<file path="src/rtl/note_pkg.sv">
// Shared constants, FSM state type and the elaboration-time half-period math
// for the note buzzer.
package note_pkg;

   localparam logic [5:0] NOTE_REST = 6'd63;
   localparam logic [5:0] NOTE_MAX  = 6'd47;

   typedef enum logic {SILENT, TONE} state_t;

   // Semitone k above C3 (equal temperament); returns clocks per half period minus one.
   function automatic int half_period(input int clk_hz, input int k);
      real freq;
      freq = 130.8128 * (2.0 ** (real'(k) / 12.0));
      return $rtoi(real'(clk_hz) / (2.0 * freq) + 0.5) - 1;
   endfunction

endpackage

</file>
<file path="src/rtl/tone_rom.sv">
// Combinational note-code to half-period lookup; the table is fixed at elaboration.
module tone_rom
   import note_pkg::*;
#(
   parameter int CLK_HZ = 50_000_000,
   parameter int W      = 18
) (
   input  logic [5:0]   music,
   output logic [W-1:0] half
);

   logic [W-1:0] rom [64];

   // Rest codes hold zero; the FSM never consults them.
   for (genvar i = 0; i < 64; i++) begin : g_rom
      localparam int HV = (i <= int'(NOTE_MAX)) ? half_period(CLK_HZ, i) : 0;
      assign rom[i] = W'(HV);
   end

   assign half = rom[music];

endmodule

</file>
<file path="src/rtl/note_buzzer.sv">
// Square-wave piezo driver: plays the registered note code, changing pitch or
// stopping only at half-period boundaries so the output never glitches.
module note_buzzer
   import note_pkg::*;
#(
   parameter int CLK_HZ = 50_000_000
) (
   input  logic       clk,
   input  logic       rst_n,
   input  logic       en,
   input  logic [5:0] music,
   output logic       buzzer,
   output logic       playing
);

   localparam int CNT_W = $clog2(half_period(CLK_HZ, 0) + 1);

   state_t           state;
   logic [5:0]       music_q;
   logic [5:0]       cur_note;
   logic             en_q;
   logic [CNT_W-1:0] cnt;
   logic [CNT_W-1:0] half_new;
   logic [CNT_W-1:0] half_cur;
   logic             tone_req;

   tone_rom #(.CLK_HZ(CLK_HZ), .W(CNT_W)) u_rom_new (.music(music_q),  .half(half_new));
   tone_rom #(.CLK_HZ(CLK_HZ), .W(CNT_W)) u_rom_cur (.music(cur_note), .half(half_cur));

   assign tone_req = en_q && (music_q <= NOTE_MAX);

   // A pending stop always lets a high phase finish with a full low phase.
   always_ff @(posedge clk) begin
      if (!rst_n) begin
         state    <= SILENT;
         buzzer   <= 1'b0;
         playing  <= 1'b0;
         cnt      <= '0;
         cur_note <= NOTE_REST;
         music_q  <= NOTE_REST;
         en_q     <= 1'b0;
      end else begin
         music_q <= music;
         en_q    <= en;
         case (state)
            SILENT: begin
               buzzer  <= 1'b0;
               playing <= 1'b0;
               cnt     <= '0;
               if (tone_req) begin
                  state    <= TONE;
                  playing  <= 1'b1;
                  buzzer   <= 1'b1;
                  cnt      <= half_new;
                  cur_note <= music_q;
               end
            end
            TONE: begin
               if (cnt != '0) begin
                  cnt <= cnt - CNT_W'(1);
               end else if (tone_req) begin
                  buzzer   <= ~buzzer;
                  cnt      <= half_new;
                  cur_note <= music_q;
               end else if (buzzer) begin
                  buzzer <= 1'b0;
                  cnt    <= half_cur;
               end else begin
                  state   <= SILENT;
                  playing <= 1'b0;
               end
            end
            default: begin
               state   <= SILENT;
               buzzer  <= 1'b0;
               playing <= 1'b0;
               cnt     <= '0;
            end
         endcase
      end
   end

endmodule
</file>
<file path="config.mk">
export PLATFORM = sky130hd
export DESIGN_NAME = note_buzzer
export DESIGN_NICKNAME = d
export VERILOG_FILES = /design/src/rtl/note_pkg.sv /design/src/rtl/tone_rom.sv /design/src/rtl/note_buzzer.sv
export SDC_FILE = /design/constraint.sdc
export NUM_CORES = 1
export LEC_CHECK = 0
export ABC_AREA = 1
export CORE_MARGIN = 2
export CORE_UTILIZATION = 52
export CTS_BUF_LIST = sky130_fd_sc_hd__clkbuf_8 sky130_fd_sc_hd__clkbuf_16
export CTS_CLUSTER_DIAMETER = 200
export DETAILED_ROUTE_END_ITERATION = 6
export PLACE_DENSITY = 0.69
export SLEW_MARGIN = 20
export SYNTH_ARGS = -nofsm -noshare
export SYNTH_HDL_FRONTEND = slang
export SYNTH_SLANG_ARGS = --single-unit
</file>
<file path="constraint.sdc">
create_clock -name clk -period 2.4 [get_ports clk]
set_clock_uncertainty 0.05 [all_clocks]
set_input_delay 0.36 -clock clk [delete_from_list [all_inputs] [get_ports clk]]
set_output_delay 0.36 -clock clk [all_outputs]
set_load 0.005 [all_outputs]
</file>
==> After elaboration in Yosys (flattened, before gate mapping) <==
Memory sizes are Yosys's and may differ from the RTL's.
Cells that the tools add are included.
{ "classes": {"n_eq_ne": 4, "mux": 24, "reduce_logical": 3, "n_addsub": 1, "order_cmp": 3, "bitwise_logic": 4} }
{ "ops": {"columns": ["op", "n"], "rows": [
  ["2-to-1 mux 18 bit", 8],
  ["one-hot mux 18 bit (2 select lines)", 1],
  ["nonzero test 18 bit", 1],
  ["subtractor 18 x 1 -> 18 bit (second input constant)", 1],
  [">= comparator 7 bit (second input constant)", 2],
  ["NOT 6 -> 7 bit", 2],
  ["2-to-1 mux 6 bit", 2],
  ["one-hot mux 6 bit (2 select lines)", 1],
  ["2-to-1 mux 1 bit", 9],
  ["less-or-equal comparator 6 bit (second input constant)", 1],
  ["!= test 2 bit (second input constant)", 3],
  ["one-hot mux 1 bit (2 select lines)", 3],
  ["!= test 4 x 2 -> 1 bit (second input constant)", 1],
  ["AND reduction 3 bit", 1],
  ["NOT 1 bit", 2],
  ["logical AND 1 bit", 1]
]} }
{ "totals": {"word_cells": 48, "output_inout_bits": 2, "input_bits": 9, "mem_bits_ro": 2304, "reg_bits": 34, "mem_count": 2} }
{ "mem_list": {"columns": ["name", "words", "word_bits", "read_ports", "rd_clocked_by_memory_dff", "wr", "line_no", "rtl"], "rows": [
  ["(name not given)", 64, 18, 1, 0, 0, "tone_rom.sv:20", "assign half = rom[music];"],
  ["(name not given)", 64, 18, 1, 0, 0, "tone_rom.sv:20", null]
]} }

==> Logic depth before layout (Yosys ltp) <==
{ "logic_depth": {"word_depth": 8, "depth_mapped": 15, "mapped_depth_nobuf": 15} }

==> Modules after synthesis <==
A second synthesis with hierarchy kept.
{ "hier_totals": {"hier_cells": 843, "hier_area_um2": 4668.2} }
{ "modules_own_cells": {"columns": ["mod", "instances", "area_per_inst_um2", "cells_each", "seq_area_each_um2"], "rows": [
  ["note_buzzer", 1, 2088.3, 331, 680.7],
  ["tone_rom at u_rom_new", 1, 1296.2, 251, 0.0],
  ["tone_rom at u_rom_cur", 1, 1283.7, 261, 0.0]
]} }

==> Worst setup path after synthesis <==
No wires, ideal clock.
{ "synth_path": {"path_kind": "register to register", "start": "register music_q[0]", "end": "register cnt[6]", "setup_time_ns": 0.071, "synth_period_minus_slack_ns": 1.934, "path_buffers": 0, "stages_incl_launch_ff": 11, "arrival_ns": 1.813, "required_time_ns": 2.279, "path_slack_ns": 0.466, "cell_sequence": "dfxtp_1 > inv_1 > ha_1 > nand2_2 > nand2_1 > inv_2 > nand2_1 > a21oi_1 > a21oi_1 > or2_2 > a21oi_1"} }
{ "synth_via": {"elab_chain_cells": 7, "elab_cells_between_ends": 11, "classes_between": "1 x order compare; 1 x eq/ne; 6 x mux; 1 x bitwise; 1 x reduce/logical; 1 x memory"} }
{ "synth_rtl": {"columns": ["element", "line_no", "rtl"], "rows": [
  ["start: declaration", "note_buzzer.sv:19", "logic [5:0] music_q;"],
  ["start signal: assignment", "note_buzzer.sv:43", "music_q <= music;"],
  ["NOT 6 -> 7 bit (not written as such)", "tone_rom.sv:20", null],
  ["memory (64 x 18 bit)", null, null],
  ["2-to-1 mux 18 bit (not written as such) (2 in series)", "tone_rom.sv:20", null],
  ["2-to-1 mux 18 bit", "note_buzzer.sv:61", "end else if (tone_req) begin"],
  ["2-to-1 mux 18 bit", "note_buzzer.sv:59", "if (cnt != '0) begin"],
  ["one-hot mux 18 bit (2 select lines)", "note_buzzer.sv:45", "case (state)"],
  ["end signal: assignment", "note_buzzer.sv:60", "cnt <= cnt - CNT_W'(1);"],
  ["end signal: assignment", "note_buzzer.sv:63", "cnt <= half_new;"],
  ["end signal: assignment", "note_buzzer.sv:67", "cnt <= half_cur;"],
  ["end: declaration", "note_buzzer.sv:22", "logic [CNT_W-1:0] cnt;"]
]} }
Parallel ways exist; a longest one is shown, timed or not. The select of a mux whose other input is x is not followed.
A chain may end at the register's enable or synchronous reset.

==> Worst setup path in the final report <==
Ends and elaborated chain as after synthesis.

==> results.txt <==
----------------------------------------------------
[Synthesis]
  Post-synthesis instance total ... 779
  Post-synthesis cell area ... 0.00423 mm2
  Mean cell area of the mapped netlist ... 5.43 um2
  Warning count from the yosys run ... 0
  Count of unique library cells instantiated by Yosys ... 40
  Fraction of the yosys area taken by sequential cells ... 16.1%
  FF+latch count, synth ... 34
  Asr flop ratio synth ... 0%
  Number of synthesized flops with an enable pin ... 0
  Flip-flop cell with the highest count after synthesis ... dfxtp_1
  Post-Synthesis Net Count ... 805

[Setup path]
  Reg-to-reg startpoint ... music_q[0]
  Standard cell with the maximum stage delay on the critical path ... ha_1
  CP max FO ... 7
  Arrival time at the worst endpoint ... 2.32 ns
  Type of the setup path with the least slack ... reg2reg
  Kind of cell adding the most delay to the critical path ... simple AND/OR/NAND/NOR gates
  Length in cells of the worst reg-to-reg path ... 14
  Count of buffer and inverter cells on the critical path ... 2
  Critical Path End Type ... flip-flop
  Cell count along the critical path ... 14
  Req. time, crit path ... 2.49 ns
  Reg-to-reg slack, setup ... 0.17 ns
  Largest stage delay, worst path ... 0.37 ns
  Cells along the critical path ... inv_1 > ha_1 > nand2_2 > nand2_1 > inv_2 > nand2_1 > nand3_1 > nand2_1 > a21oi_1 > nand2_1 > nand2_1 > nand2_1 > nand2_1 > a21oi_1
  Reg-to-Reg End ... cnt[6]
  Critical path's most frequent cell ... nand2_1
  Launching element type of the critical path ... flip-flop
  Setup crit end ... cnt[6]
  Setup crit start ... music_q[0]

[Placement]
  Setup Slack @ Placement ... 0.0548 ns
  IO buf count ... 10
  Post-DP HPWL ... 11500 um
  Total cell area at the placement stage ... 0.00441 mm2
  Weighted congestion at the end of routability-driven global placement ... 0.998
  Number of placed instances, taps included ... 873

[GRT]
  Largest net degree at the start of global routing ... 44
  Antenna violations before repair ... 0
  GRT Overall Usage ... 36.1%
  Via count of the first global-routing pass ... 4911
  Wire length of the first global-routing pass ... 25000 um
  Congestion Overflow GR ... 0

[Layout]
  Core Util, Final ... 58.7%
  Layout cell share with drive strength beyond 1 ... 9.09%
  Final Non-Filler Cells ... 883
  Diode count ... 0
  Post-route cell area ... 0.00458 mm2
  Post-layout nets ... 806
  Most common cell after layout, fill and taps aside ... nand2_1
  Area growth from synthesis to layout ... 8.43%
  Commonest non-fill, non-tap cells in the layout ... 293 x nand2_1, 122 x nand3_1, 51 x nor2_1

[Timing]
  Unrepaired setup endpoints after global routing ... no
  Final critical-path required period ... 2.23 ns
  Final Hold Slack ... 0.428 ns
  Setup violators final ... 0
  Final slew viol count ... 0
  Transition time of the tightest slew-check pin ... 0.843 ns
  Worst Slack Setup Final ... 0.173 ns
  Total Negative Setup Slacks ... 0 ns
  Fmax achieved ... 449 MHz
  Count of final hold-check violations ... 0
  Final clock period utilization by the worst path ... 92.8%
  Slew headroom ... 43.7%

[Routing]
  Routed Wire Length ... 15300 um
  Total iterations of the first detailed-routing run ... 7
  Final antenna-violating net count ... 0
  Routed via count divided by cell count ... 6.04
  DR DRC count ... 25
  WL/cell ... 17.3 um
  First-iteration detailed-routing DRC count ... 640
  Total number of vias ... 5335

[Min path]
  Count of cells along the worst hold path ... 1
  Hold Crit Start ... playing
  Min-Delay Path Class ... reg2reg

[Clocking]
  Clock insertion delay at the later pin of the skew report ... 0.30 ns
  CTS Sinks ... 34
  Inserted Clock Buffers ... 5
  CTS tree ... yes
  H-tree Lvls ... 2
  Clock tree root buffer cell ... clkbuf_8
  Max Buffers Root-to-Sink ... 2
  Quantity of hold-fixing buffers added after cts ... 0
  CTS clk-pin slew, worst paths ... 0.08 ns

[Floorplan]
  Core footprint ... 0.00781 mm2
  Num rows ... 32
  Height of the chip ... 94.2 um
  Starting utilization of the core area ... 54.2%
  Overall die area ... 0.00887 mm2
  Top-level port count ... 11
  Chip width ... 94.2 um

[Run status]
  Violated checks ... design-rule violations
  Result of the run ... finished with violations

[Run]
  Maximum capacitance violations ... 0

[Power and ir drop]
  Leakage ... 2.33 nW
  Total chip power ... 2.41 mW
  Areal power density over the cells ... 526 mW/mm2
  Worst ir drop on vdd ... 307 uV

----------------------------------------------------
Yosys cell counts (5+ instances only):
master	instances	area [um2]
nor2_1	52	195
nor2_2	8	50.1
buf_2	18	90.1
or2_2	9	56.3
nand2_2	5	31.3
inv_2	8	30.0
o211ai_1	10	75.1
buf_4	6	45.0
o21ai_0	33	165
xor2_1	6	52.6
clkbuf_1	12	45.0
nand2_1	293	1100
nand4_1	7	43.8
dfxtp_1	34	681
a21oi_1	43	215
nand3_1	123	616
ha_1	17	213
o21ai_1	9	45.0
nor3_1	5	25.0
inv_1	45	169
registers in the layout (all words and copies together), names as in the netlist:
name,cells
buzzer,1
music_q,6
playing,1
cnt,18
state,1
en_q,1
cur_note,6
timing repair:
item,CTS,global route
buffers inserted,0,2
endpoints found under the setup margin,0,14
resized for setup,0,5
report_power, final:
group,internal [mW],switching (mW),total (mW)
Clock,0.417,0.255,0.672
Combinational,0.373,0.745,1.12
Sequential,0.590,0.0297,0.620
Total,1.38,1.03,2.41
per-layer routing:
metal	share of wire (%)	global-route usage, %	up-vias	wire (um)
met5	0	0	-	0
met4	4.6	13.8	0	703
met3	8.3	5.78	63	1270
met2	47	59.8	335	7150
met1	40	47.0	2398	6190
li1	-	-	2539	-
final cells by class:
cell class | instances | area [um2]
clock inverters | 3 | 68.8
inverters | 56 | 210
flip-flops and latches | 34 | 682
multi-input cells | 651 | 3160
clock buffers | 5 | 68.8
well taps | 102 | 128
fillers | 826 | 3220
repair buffers | 32 | 265
worst min path at each step:
stage                     slack, ns  endpoint
final                          0.43   playing
after global routing           0.47   playing
after CTS                      0.43   playing
after detailed placement       0.41   playing
after global placement         0.40   playing
after floorplan                0.41      en_q
worst reg2reg max path, delay by kind of cell (launching register included):
| family | cells | cell delay (ns) |
|---|---|---|
| and+or+nand+nor | 9 | 0.74 |
| DFF | 1 | 0.34 |
| buffers and inverters | 2 | 0.24 |
| adders and majority gates | 1 | 0.37 |
| AOI/OAI and AO/OA | 2 | 0.34 |
kinds of logic after synthesis:
| logic type | count (synthesis) | share of synthesized area [%] |
|---|---|---|
| flip-flops | 34 | 16.1 |
| AND/OR/NAND/NOR | 513 | 52.3 |
| buffers and inverters | 94 | 9.59 |
| adder cells (fa/ha/maj) | 17 | 5.03 |
| XOR/XNOR | 10 | 2.07 |
| AO/OA/AOI/OAI | 111 | 14.9 |
(Power assumes the default switching activity.)
